`src/rtl/user_rd_reg_pkg.sv`:
```
// Shared definitions for the JTAG user read register: FSM encoding and
// the data-register clock-enable gating used by the user_* registers.
package user_rd_reg_pkg;

    // Read-transaction state. The encoding stays fixed so that existing
    // debug tooling can decode DBG_STATE directly.
    typedef enum logic [1:0] {
        ST_IDLE     = 2'd0,
        ST_CAPT     = 2'd1,
        ST_SHIFTING = 2'd2
    } rd_state_e;

    // The register responds only when user mode is selected, the data
    // register clock is enabled, and it is addressed either stand-alone
    // (FSEL) or as part of a daisy chain.
    function automatic logic usr_act(
        input logic sel,
        input logic fsel,
        input logic dsy_chain,
        input logic drck_en
    );
        return sel & (fsel | dsy_chain) & drck_en;
    endfunction

endpackage

```
`src/rtl/user_rd_reg_sat_bit_cnt.sv`:
```
// Shift-progress counter: clears on capture, counts shifts, saturates at
// WIDTH, and keeps a sticky over-shift flag until the next clear.
module user_rd_reg_sat_bit_cnt #(
    parameter int WIDTH = 16,
    parameter int CW    = $clog2(WIDTH + 1)
) (
    input  logic          clk_i,
    input  logic          rst_i,
    input  logic          clr_i,
    input  logic          inc_i,
    output logic [CW-1:0] cnt_o,
    output logic          full_o,
    output logic          ovf_stb_o,
    output logic          ovr_o
);

    localparam logic [CW-1:0] CNT_MAX = CW'(WIDTH);

    logic [CW-1:0] cnt_q, cnt_d;
    logic          ovr_q, ovr_d;
    logic          full;
    logic          ovf_stb;

    // Next count and over-shift flag; clear has priority over increment.
    always_comb begin
        full    = (cnt_q == CNT_MAX);
        ovf_stb = inc_i & full & ~clr_i;
        cnt_d   = cnt_q;
        ovr_d   = ovr_q;
        if (clr_i) begin
            cnt_d = '0;
            ovr_d = 1'b0;
        end else begin
            if (inc_i && !full) begin
                cnt_d = cnt_q + 1'b1;
            end
            if (ovf_stb) begin
                ovr_d = 1'b1;
            end
        end
    end

    // Counter and sticky flag registers.
    always_ff @(posedge clk_i) begin
        if (rst_i) begin
            cnt_q <= '0;
            ovr_q <= 1'b0;
        end else begin
            cnt_q <= cnt_d;
            ovr_q <= ovr_d;
        end
    end

    assign cnt_o     = cnt_q;
    assign full_o    = full;
    assign ovf_stb_o = ovf_stb;
    assign ovr_o     = ovr_q;

endmodule

```
`src/rtl/user_rd_reg.sv`:
```
// JTAG user read register: captures a fabric status word in Capture-DR
// and shifts it out LSB-first on TDO (stand-alone) or DSY_OUT (daisy
// chain), reporting read progress and anomalies back to the fabric.
//
// Handshake: CAP_ACK is a one-cycle pulse the cycle after PI was sampled;
// the fabric may change PI from then on. RD_DONE / RD_SHORT are one-cycle
// pulses the cycle after an UPDATE that closes an open read.
module user_rd_reg
    import user_rd_reg_pkg::*;
#(
    parameter int               width     = 16,
    parameter logic [width-1:0] def_value = '0
) (
    input  logic                       TCK,
    input  logic                       RST,
    input  logic                       DRCK_EN,
    input  logic                       FSEL,
    input  logic                       SEL,
    input  logic                       TDI,
    input  logic                       DSY_IN,
    input  logic                       CAPTURE,
    input  logic                       SHIFT,
    input  logic                       UPDATE,
    input  logic                       DSY_CHAIN,
    input  logic [width-1:0]           PI,
    input  logic                       PI_VLD,
    output logic                       TDO,
    output logic                       DSY_OUT,
    output logic                       BUSY,
    output logic                       CAP_ACK,
    output logic                       RD_DONE,
    output logic                       RD_SHORT,
    output logic                       OVR,
    output logic                       STALE,
    output logic [$clog2(width+1)-1:0] BIT_CNT,
    output logic [1:0]                 DBG_STATE
);

    localparam int CW = $clog2(width + 1);

    logic             act;
    logic             ce_cap;
    logic             ce_sh;
    logic             upd;
    logic             din;

    logic [width-1:0] d_q, d_d;
    logic             stale_q, stale_d;
    logic             cap_ack_q, cap_ack_d;
    logic             rd_done_q, rd_done_d;
    logic             rd_short_q, rd_short_d;

    rd_state_e        state_q, state_d;
    logic             busy;

    logic [CW-1:0]    cnt;
    logic             cnt_full;
    logic             cnt_ovf_stb;
    logic             cnt_ovr;

    // Clock-enable decode; a capture in the same cycle suppresses the shift.
    always_comb begin
        act    = usr_act(SEL, FSEL, DSY_CHAIN, DRCK_EN);
        ce_cap = CAPTURE & act;
        ce_sh  = SHIFT & act & ~CAPTURE;
        upd    = UPDATE & SEL;
        din    = DSY_CHAIN ? DSY_IN : TDI;
    end

    // Shift register next value: parallel load on capture, else shift right.
    always_comb begin
        d_d     = d_q;
        stale_d = stale_q;
        if (ce_cap) begin
            d_d     = PI;
            stale_d = ~PI_VLD;
        end else if (ce_sh) begin
            d_d = {din, d_q[width-1:1]};
        end
    end

    // Shift register and stale flag.
    always_ff @(posedge TCK) begin
        if (RST) begin
            d_q     <= def_value;
            stale_q <= 1'b0;
        end else begin
            d_q     <= d_d;
            stale_q <= stale_d;
        end
    end

    // FSM state register.
    always_ff @(posedge TCK) begin
        if (RST) begin
            state_q <= ST_IDLE;
        end else begin
            state_q <= state_d;
        end
    end

    // FSM next state: capture restarts a read from any state.
    always_comb begin
        state_d = state_q;
        if (ce_cap) begin
            state_d = ST_CAPT;
        end else begin
            case (state_q)
                ST_CAPT: begin
                    if (upd) begin
                        state_d = ST_IDLE;
                    end else if (ce_sh) begin
                        state_d = ST_SHIFTING;
                    end
                end
                ST_SHIFTING: begin
                    if (upd) begin
                        state_d = ST_IDLE;
                    end
                end
                default: begin
                    state_d = ST_IDLE;
                end
            endcase
        end
    end

    // FSM outputs: a read is open in CAPT or SHIFTING; pulse requests.
    always_comb begin
        busy       = (state_q != ST_IDLE);
        cap_ack_d  = ce_cap;
        rd_done_d  = upd & busy & ~ce_cap & cnt_full;
        rd_short_d = upd & busy & ~ce_cap & ~cnt_full;
    end

    // One-cycle status pulses towards the fabric.
    always_ff @(posedge TCK) begin
        if (RST) begin
            cap_ack_q  <= 1'b0;
            rd_done_q  <= 1'b0;
            rd_short_q <= 1'b0;
        end else begin
            cap_ack_q  <= cap_ack_d;
            rd_done_q  <= rd_done_d;
            rd_short_q <= rd_short_d;
        end
    end

    // Only shifts inside an open read count; idle shifts just pass data.
    user_rd_reg_sat_bit_cnt #(
        .WIDTH (width),
        .CW    (CW)
    ) u_cnt (
        .clk_i     (TCK),
        .rst_i     (RST),
        .clr_i     (ce_cap),
        .inc_i     (ce_sh & busy),
        .cnt_o     (cnt),
        .full_o    (cnt_full),
        .ovf_stb_o (cnt_ovf_stb),
        .ovr_o     (cnt_ovr)
    );

    logic unused_ovf_stb;
    assign unused_ovf_stb = cnt_ovf_stb;

    assign TDO       = FSEL & d_q[0];
    assign DSY_OUT   = DSY_CHAIN & d_q[0];
    assign BUSY      = busy;
    assign CAP_ACK   = cap_ack_q;
    assign RD_DONE   = rd_done_q;
    assign RD_SHORT  = rd_short_q;
    assign OVR       = cnt_ovr;
    assign STALE     = stale_q;
    assign BIT_CNT   = cnt;
    assign DBG_STATE = state_q;

endmodule
```
`config.mk`:
```
export PLATFORM = sky130hd
export DESIGN_NAME = user_rd_reg
export DESIGN_NICKNAME = d
export VERILOG_FILES = /design/src/rtl/user_rd_reg_pkg.sv /design/src/rtl/user_rd_reg_sat_bit_cnt.sv /design/src/rtl/user_rd_reg.sv
export SDC_FILE = /design/constraint.sdc
export NUM_CORES = 1
export LEC_CHECK = 0
export ABC_AREA = 1
export CAP_MARGIN = 20
export CORE_MARGIN = 1
export CORE_UTILIZATION = 42
export CTS_CLUSTER_DIAMETER = 40
export CTS_CLUSTER_SIZE = 24
export DETAILED_ROUTE_END_ITERATION = 16
export GPL_TIMING_DRIVEN = 0
export PLACE_DENSITY = 0.78
export SLEW_MARGIN = 20
export SYNTH_ARGS = -nofsm -noshare
export SYNTH_HDL_FRONTEND = slang
export SYNTH_SLANG_ARGS = --single-unit
```
`constraint.sdc`:
```
create_clock -name TCK -period 1.3 [get_ports TCK]
set_input_delay 0.26 -clock TCK [delete_from_list [all_inputs] [get_ports TCK]]
set_output_delay 0.26 -clock TCK [all_outputs]
set_load 0.05 [all_outputs]
```
==> results.cfg, run 1 <==
[grt]
grt_pass1_vias = 1353
grt_usage = 0.210
grt_max_degree = 17
grt_pass1_wl_um = 5660
antenna_found_initial = 0
overflow = 0

[floorplanning]
die_w_um = 60.4
die_area_mm2 = 0.00365
start_util = 0.454
row_count = 20
die_h_um = 60.4
coreArea_mm2 = 0.00315
io_pins = 43

[run]
cap_violations = 0

[worst_hold_path]
holdPathEnd = RD_SHORT
hp-start = SEL
min_path_type = in -> reg
holdPathStages = 3

[finish]
final_cells = 325
final_cell_mix = nand2_1 (80), inv_1 (27), clkdlybuf4s50_1 (23)
layout_commonest_cell = nand2_1
areaGrowthSynthToFinish_pct = 49.8
drive_gt1_frac = 0.256
final_net_count = 312
n_antenna_cell = 0

[power_and_ir_drop]
netSwitchingFraction = 0.265
intPower_w = 0.00126
vdd_drop_max_mv = 0.624
pwr_density_cell_mw_per_mm2 = 800
switchingPower_w = 0.000454
p_clk_frac = 0.299
pwr-share-comb = 0.182
p_leak_nw = 1.04
pwr-share-seq = 0.519

[sta]
period_share = 1.02
maxSlewHeadroom = 0.662
rsz0062_at_grt = yes
period_minus_slack_ps = 1330
final-max-slew-violation-count = 0
worstMarginPinSlew_ps = 507
max_freq_ghz = 0.753
worst_slack_ps = -27.2
finalSetupViolations = 1
hold_viol = 0
clock_skew_ps = 6.19

[critical_path]
cp-end-kind = output pin
crit_arrival_ps = 1070
worst_setup_path_start_kind = flip-flop
rr_worst_depth = 8
crit_chain = nor2_4 -> inv_4 -> buf_8
critical_path_buf_inv_count = 2
cpPeakStageDelay_ps = 390
cp.required_ps = 1040
timing.rr.end = u_cnt.cnt_o[2]
path_max_fanout = 4
worstReg2RegStart = u_cnt.cnt_o[1]
rrSetupSlack_ps = 10
crit_family = flip-flops
criticalPathCategory = reg -> out
critPathSlowestCell = dfxtp_4

[synthesis]
synthesis.nets = 255
yosys_warnings = 0
avgSynthCellArea_um2 = 6.36
synth_area_leaders = dfxtp_1 (39%), nand2_1 (23%), inv_1 (9.2%)
yosys_register_bits = 28
synth-seq-area-share = 0.392
synth_top_area_share = 0.392
yosysUniqueCellTypes = 19
synth_area_mm2 = 0.00143
yosysTopAreaCell = dfxtp_1
postSynthCellCount = 225

[detailed_routing]
drc_errors = 0
routed_wl_um = 3620
final_antenna_net_count = 0
wl_per_cell_um = 11.1
vias_per_cell = 4.78
dr.pass1.iters = 4
vias = 1552
dr.first_iter.drc_count = 67

[clocking]
worstSkewPairLatency_ps = 340
cts_max_level = 1
cts-buffers-inserted = 3
clock_sinks = 28
clkTransAtPathRegs_ps = 160
cts.root.buffer_cell = clkbuf_4
hold_buffers = 0
cts_tree = done
clock_path_buffers = 2

[placement]
port_buffers = 42
post-dp-hpwl_um = 2430
dp_cells = 311
dpl_worst_slack_ps = -647
finalWeightedCongestion = 0.806

[status]
status = complete, but fails checks
violations = negative setup slack
-- through the flow --
stage	TNS (ps)	instance area (µm²)	utilization	hold slack [ps]	total power [W]
finish	-27.2	2140	0.680	372	0.00172
global route	-163	2140	0.680	401	0.00179
CTS	-46.6	2030	0.642	374	0.00168
detailed placement	-16950	1930	0.613	448	0.00117
global placement	-16330	1930	0.613	438	0.00117
floorplan	0	1460	-	329	0.00104
-- power by group through the flow --
| stage | combinational (W) | clock [W] | sequential [W] |
|---|---|---|---|
| after detailed placement | 0.000265 | 0 | 0.000908 |
| after global placement | 0.000262 | 0 | 0.000908 |
| final | 0.000312 | 0.000513 | 0.000891 |
| after global routing | 0.000338 | 0.000555 | 0.000894 |
| after floorplan | 0.000120 | 0 | 0.000921 |
| after CTS | 0.000279 | 0.000513 | 0.000891 |
-- worst min-delay path, stage by stage --
cell,delay (ps)
dlygate4sd2_1,280
nand4_1,120
nor2_1,40
-- Yosys cell counts (all sizes together) --
cell type,instances
or2,1
clkbuf,2
dfxtp,28
buf,6
inv,35
a21oi,22
nor3,1
o21ai,2
ha,2
nand3,19
nor2,12
nand4,7
xor2,1
nand2,87
-- registers in the layout (all words and copies together), names as in the netlist --
register	flops
u_cnt.ovr_o	1
DBG_STATE	2
u_cnt.cnt_o	5
CAP_ACK	1
d_q	16
STALE	1
RD_SHORT	1
RD_DONE	1
-- cells by family (layout without fill, tap and decap cells) --
family,count (synthesis),count (layout),share of synthesized area
xor gates and xnor gates,1,1,0.00612
adders and majority gates,2,2,0.0175
buffers and inverters,43,99,0.130
DFF,28,28,0.392
AOI/OAI and AO/OA,24,24,0.0865
and+or+nand+nor,127,127,0.368
-- metal layers --
metal	wire, µm	vias to the layer above	GRT usage
met5	0	-	0
met4	27	0	0.0399
met3	140	4	0.0512
met2	1790	30	0.358
met1	1670	707	0.270
li1	-	811	-
-- layout make-up --
cell class	instances	area [µm²]
Buffer	8	68.8
Clock buffer	4	47.5
Fill cell	292	1010
Inverter	35	134
Multi-Input combinational cell	154	777
Sequential cell	28	583
Tap cell	44	55.1
Timing Repair Buffer	52	479
-- how the worst max path moves through the flow --
| stage | from | cells past startpoint | slack (ps) | endpoint |
|---|---|---|---|---|
| 6_report | DBG_STATE[0] | 3 | -30 | BUSY |
| 5_1_grt | DBG_STATE[0] | 3 | -60 | BUSY |
| 4_1_cts | DBG_STATE[1] | 3 | -50 | BUSY |
| 3_5_place_dp | DSY_CHAIN | 4 | -650 | DSY_OUT |
| 3_3_place_gp | DSY_CHAIN | 4 | -650 | DSY_OUT |
| 2_1_floorplan | u_cnt.cnt_o[0] | 8 | 10 | u_cnt.cnt_o[3] |
-- repair_timing --
item	in CTS	in global routing
setup endpoints to repair	42	31
gates resized for setup	95	32
gates cloned	0	1
pin swaps	2	6
buffers inserted	5	4
(Power assumes the default switching activity.)
==> run 2, diff against run 1 <==
Settings changed: CTS_CLUSTER_DIAMETER 40 to default.
==> results of run 2 <==
Final layout, timing and power as in run 1 (identical DEF).
==> run 3, diff against run 2 <==
Settings changed: MAX_ROUTING_LAYER from default to met4, SKIP_LAST_GASP from default to 1, TNS_END_PERCENT from default to 5.
==> run 3 against run 2 <==
The flow still finishes with violations (negative setup slack); via count shrank 5.7%; critical path depth is 2 lower; sequential share of layout area increased by 1.8 points; routed wire length decreased by 11%; largest cell class unchanged.
==> results.cfg, run 3 (synthesized netlist as in run 1, its figures left out) <==
[status]
status = complete, but fails checks
violations = negative setup slack

[critical_path]
criticalPathCategory = reg -> out
cpPeakStageDelay_ps = 410
crit_arrival_ps = 1130
critical_path_buf_inv_count = 1
worst_setup_path_start_kind = flip-flop
critPathSlowestCell = dfxtp_2
worstReg2RegStart = u_cnt.cnt_o[0]
cp-end-kind = output pin
cp-startpoint = u_cnt.cnt_o[3]
crit_end = BIT_CNT[3]
crit_family = flip-flops
rrSetupSlack_ps = -40
cp.required_ps = 1040
crit_chain = clkdlybuf4s18_2
crit_cells = 1
timing.rr.end = u_cnt.cnt_o[2]
path_max_fanout = 7
rr_worst_depth = 8

[finish]
drive_gt1_frac = 0.170
largest_reg_flops = 16
layout_commonest_cell = nand2_1
multiInputGateArea_um2 = 711
final_area_mm2 = 0.00201
final_cell_mix = nand2_1 (85), inv_1 (33), clkdlybuf4s50_1 (25)
areaGrowthSynthToFinish_pct = 40.3
fillerInstances = 313
n_antenna_cell = 0
regMostFlops = d_q
final_net_count = 302
regArea_um2 = 582

[clocking]
cts.root.buffer_cell = clkbuf_4
cts_tree = done
cts_max_level = 1
cts.repair_timing.setup_buffer_count = 0
clkTransAtPathRegs_ps = 150
clock_path_buffers = 2
worstSkewPairLatency_ps = 340
clock_sinks = 28
cts-buffers-inserted = 3

[floorplanning]
die_w_um = 60.4
row_count = 20
die_h_um = 60.4
coreArea_mm2 = 0.00315
die_area_mm2 = 0.00365
start_util = 0.454
io_pins = 43

[power_and_ir_drop]
vdd_drop_max_mv = 0.601
p_leak_nw = 0.948
pwr_density_cell_mw_per_mm2 = 828
p_total_w = 0.00166
intPower_w = 0.00124
switchingPower_w = 0.000424
p_clk_frac = 0.303
netSwitchingFraction = 0.255
pwr-share-seq = 0.536
pwr-share-comb = 0.161

[grt]
grt_usage = 0.206
busiest_layer = met2
antenna_found_initial = 0
grt_pass1_vias = 1303
use_met1 = 0.263
overflow = 0
grt_max_degree = 17
grtUsageMet3 = 0.0512
grt_use_met2 = 0.330
grt_pass1_wl_um = 5450

[placement]
finalWeightedCongestion = 0.818
post-dp-hpwl_um = 2430
dpl_worst_slack_ps = -647
port_buffers = 42
place_area_mm2 = 0.00193

[sta]
worstMarginPinSlew_ps = 464
hold_viol = 0
maxSlewHeadroom = 0.690
worst_slack_ps = -93.8
rsz0062_at_grt = yes
period_minus_slack_ps = 1390
clock_skew_ps = 3.34
holdWs_ps = 266
max_freq_ghz = 0.717
finalSetupTns_ps = -1060
finalSetupViolations = 26
period_share = 1.07
final-max-slew-violation-count = 0

[detailed_routing]
dr.first_iter.drc_count = 73
vias = 1464
vias_per_cell = 4.65
drc_errors = 0
wl_per_cell_um = 10.2
routed_wl_um = 3220
final_antenna_net_count = 0
dr.pass1.iters = 4

[worst_hold_path]
holdPathStages = 3
min_path_type = in -> reg

[run]
cap_violations = 0
[run 3: worst min path at each step]
stage / from / end / slack [ps]
after floorplan: RST / d_q[11] / 330
after global placement: DBG_STATE[0] / DBG_STATE[1] / 440
after detailed placement: DBG_STATE[0] / DBG_STATE[1] / 450
after CTS: d_q[8] / d_q[8] / 480
after global routing: SEL / RD_SHORT / 280
final: SEL / RD_DONE / 270
[run 3: routing by layer]
| metal | share of wire | wire length, µm | up-vias |
|---|---|---|---|
| met5 | 0 | 0 | - |
| met3 | 0.062 | 199 | 4 |
| li1 | - | - | 792 |
| met2 | 0.46 | 1480 | 43 |
| met4 | 0.0096 | 31 | 0 |
| met1 | 0.47 | 1510 | 625 |
[run 3: area by class of cell]
cell class / instances / share of cell area
multi-input cells: 154 / 0.354
flip-flops and latches: 28 / 0.290
repair buffers: 42 / 0.211
inverters: 35 / 0.0654
plain buffers: 8 / 0.0293
well taps: 44 / 0.0274
clock buffers: 4 / 0.0237
[run 3: stage by stage]
| step | instances | utilization |
|---|---|---|
| finish | 315 | 0.637 |
| global placement | 311 | 0.613 |
| detailed placement | 311 | 0.613 |
| CTS | 315 | 0.637 |
| global route | 315 | 0.637 |
| floorplan | 225 | - |
[run 3: what timing repair did]
item	in CTS	in global routing
hold buffers	0	0
pin swaps	0	0
resized for setup	62	5
setup endpoints to repair	42	43
endpoints found under the hold margin	0	0
cloned	0	0
[run 3: worst min-delay path, stage by stage]
cell            delay [ps]
dlymetal6s2s_1         160
nand4_1                120
nor2_1                  40
[run 3: power by group through the flow]
stage	clock network, W	registers (W)	logic (W)
floorplan	0	0.000921	0.000120
global placement	0	0.000908	0.000262
detailed placement	0	0.000908	0.000265
CTS	0.000513	0.000891	0.000268
global route	0.000555	0.000895	0.000295
finish	0.000504	0.000891	0.000268
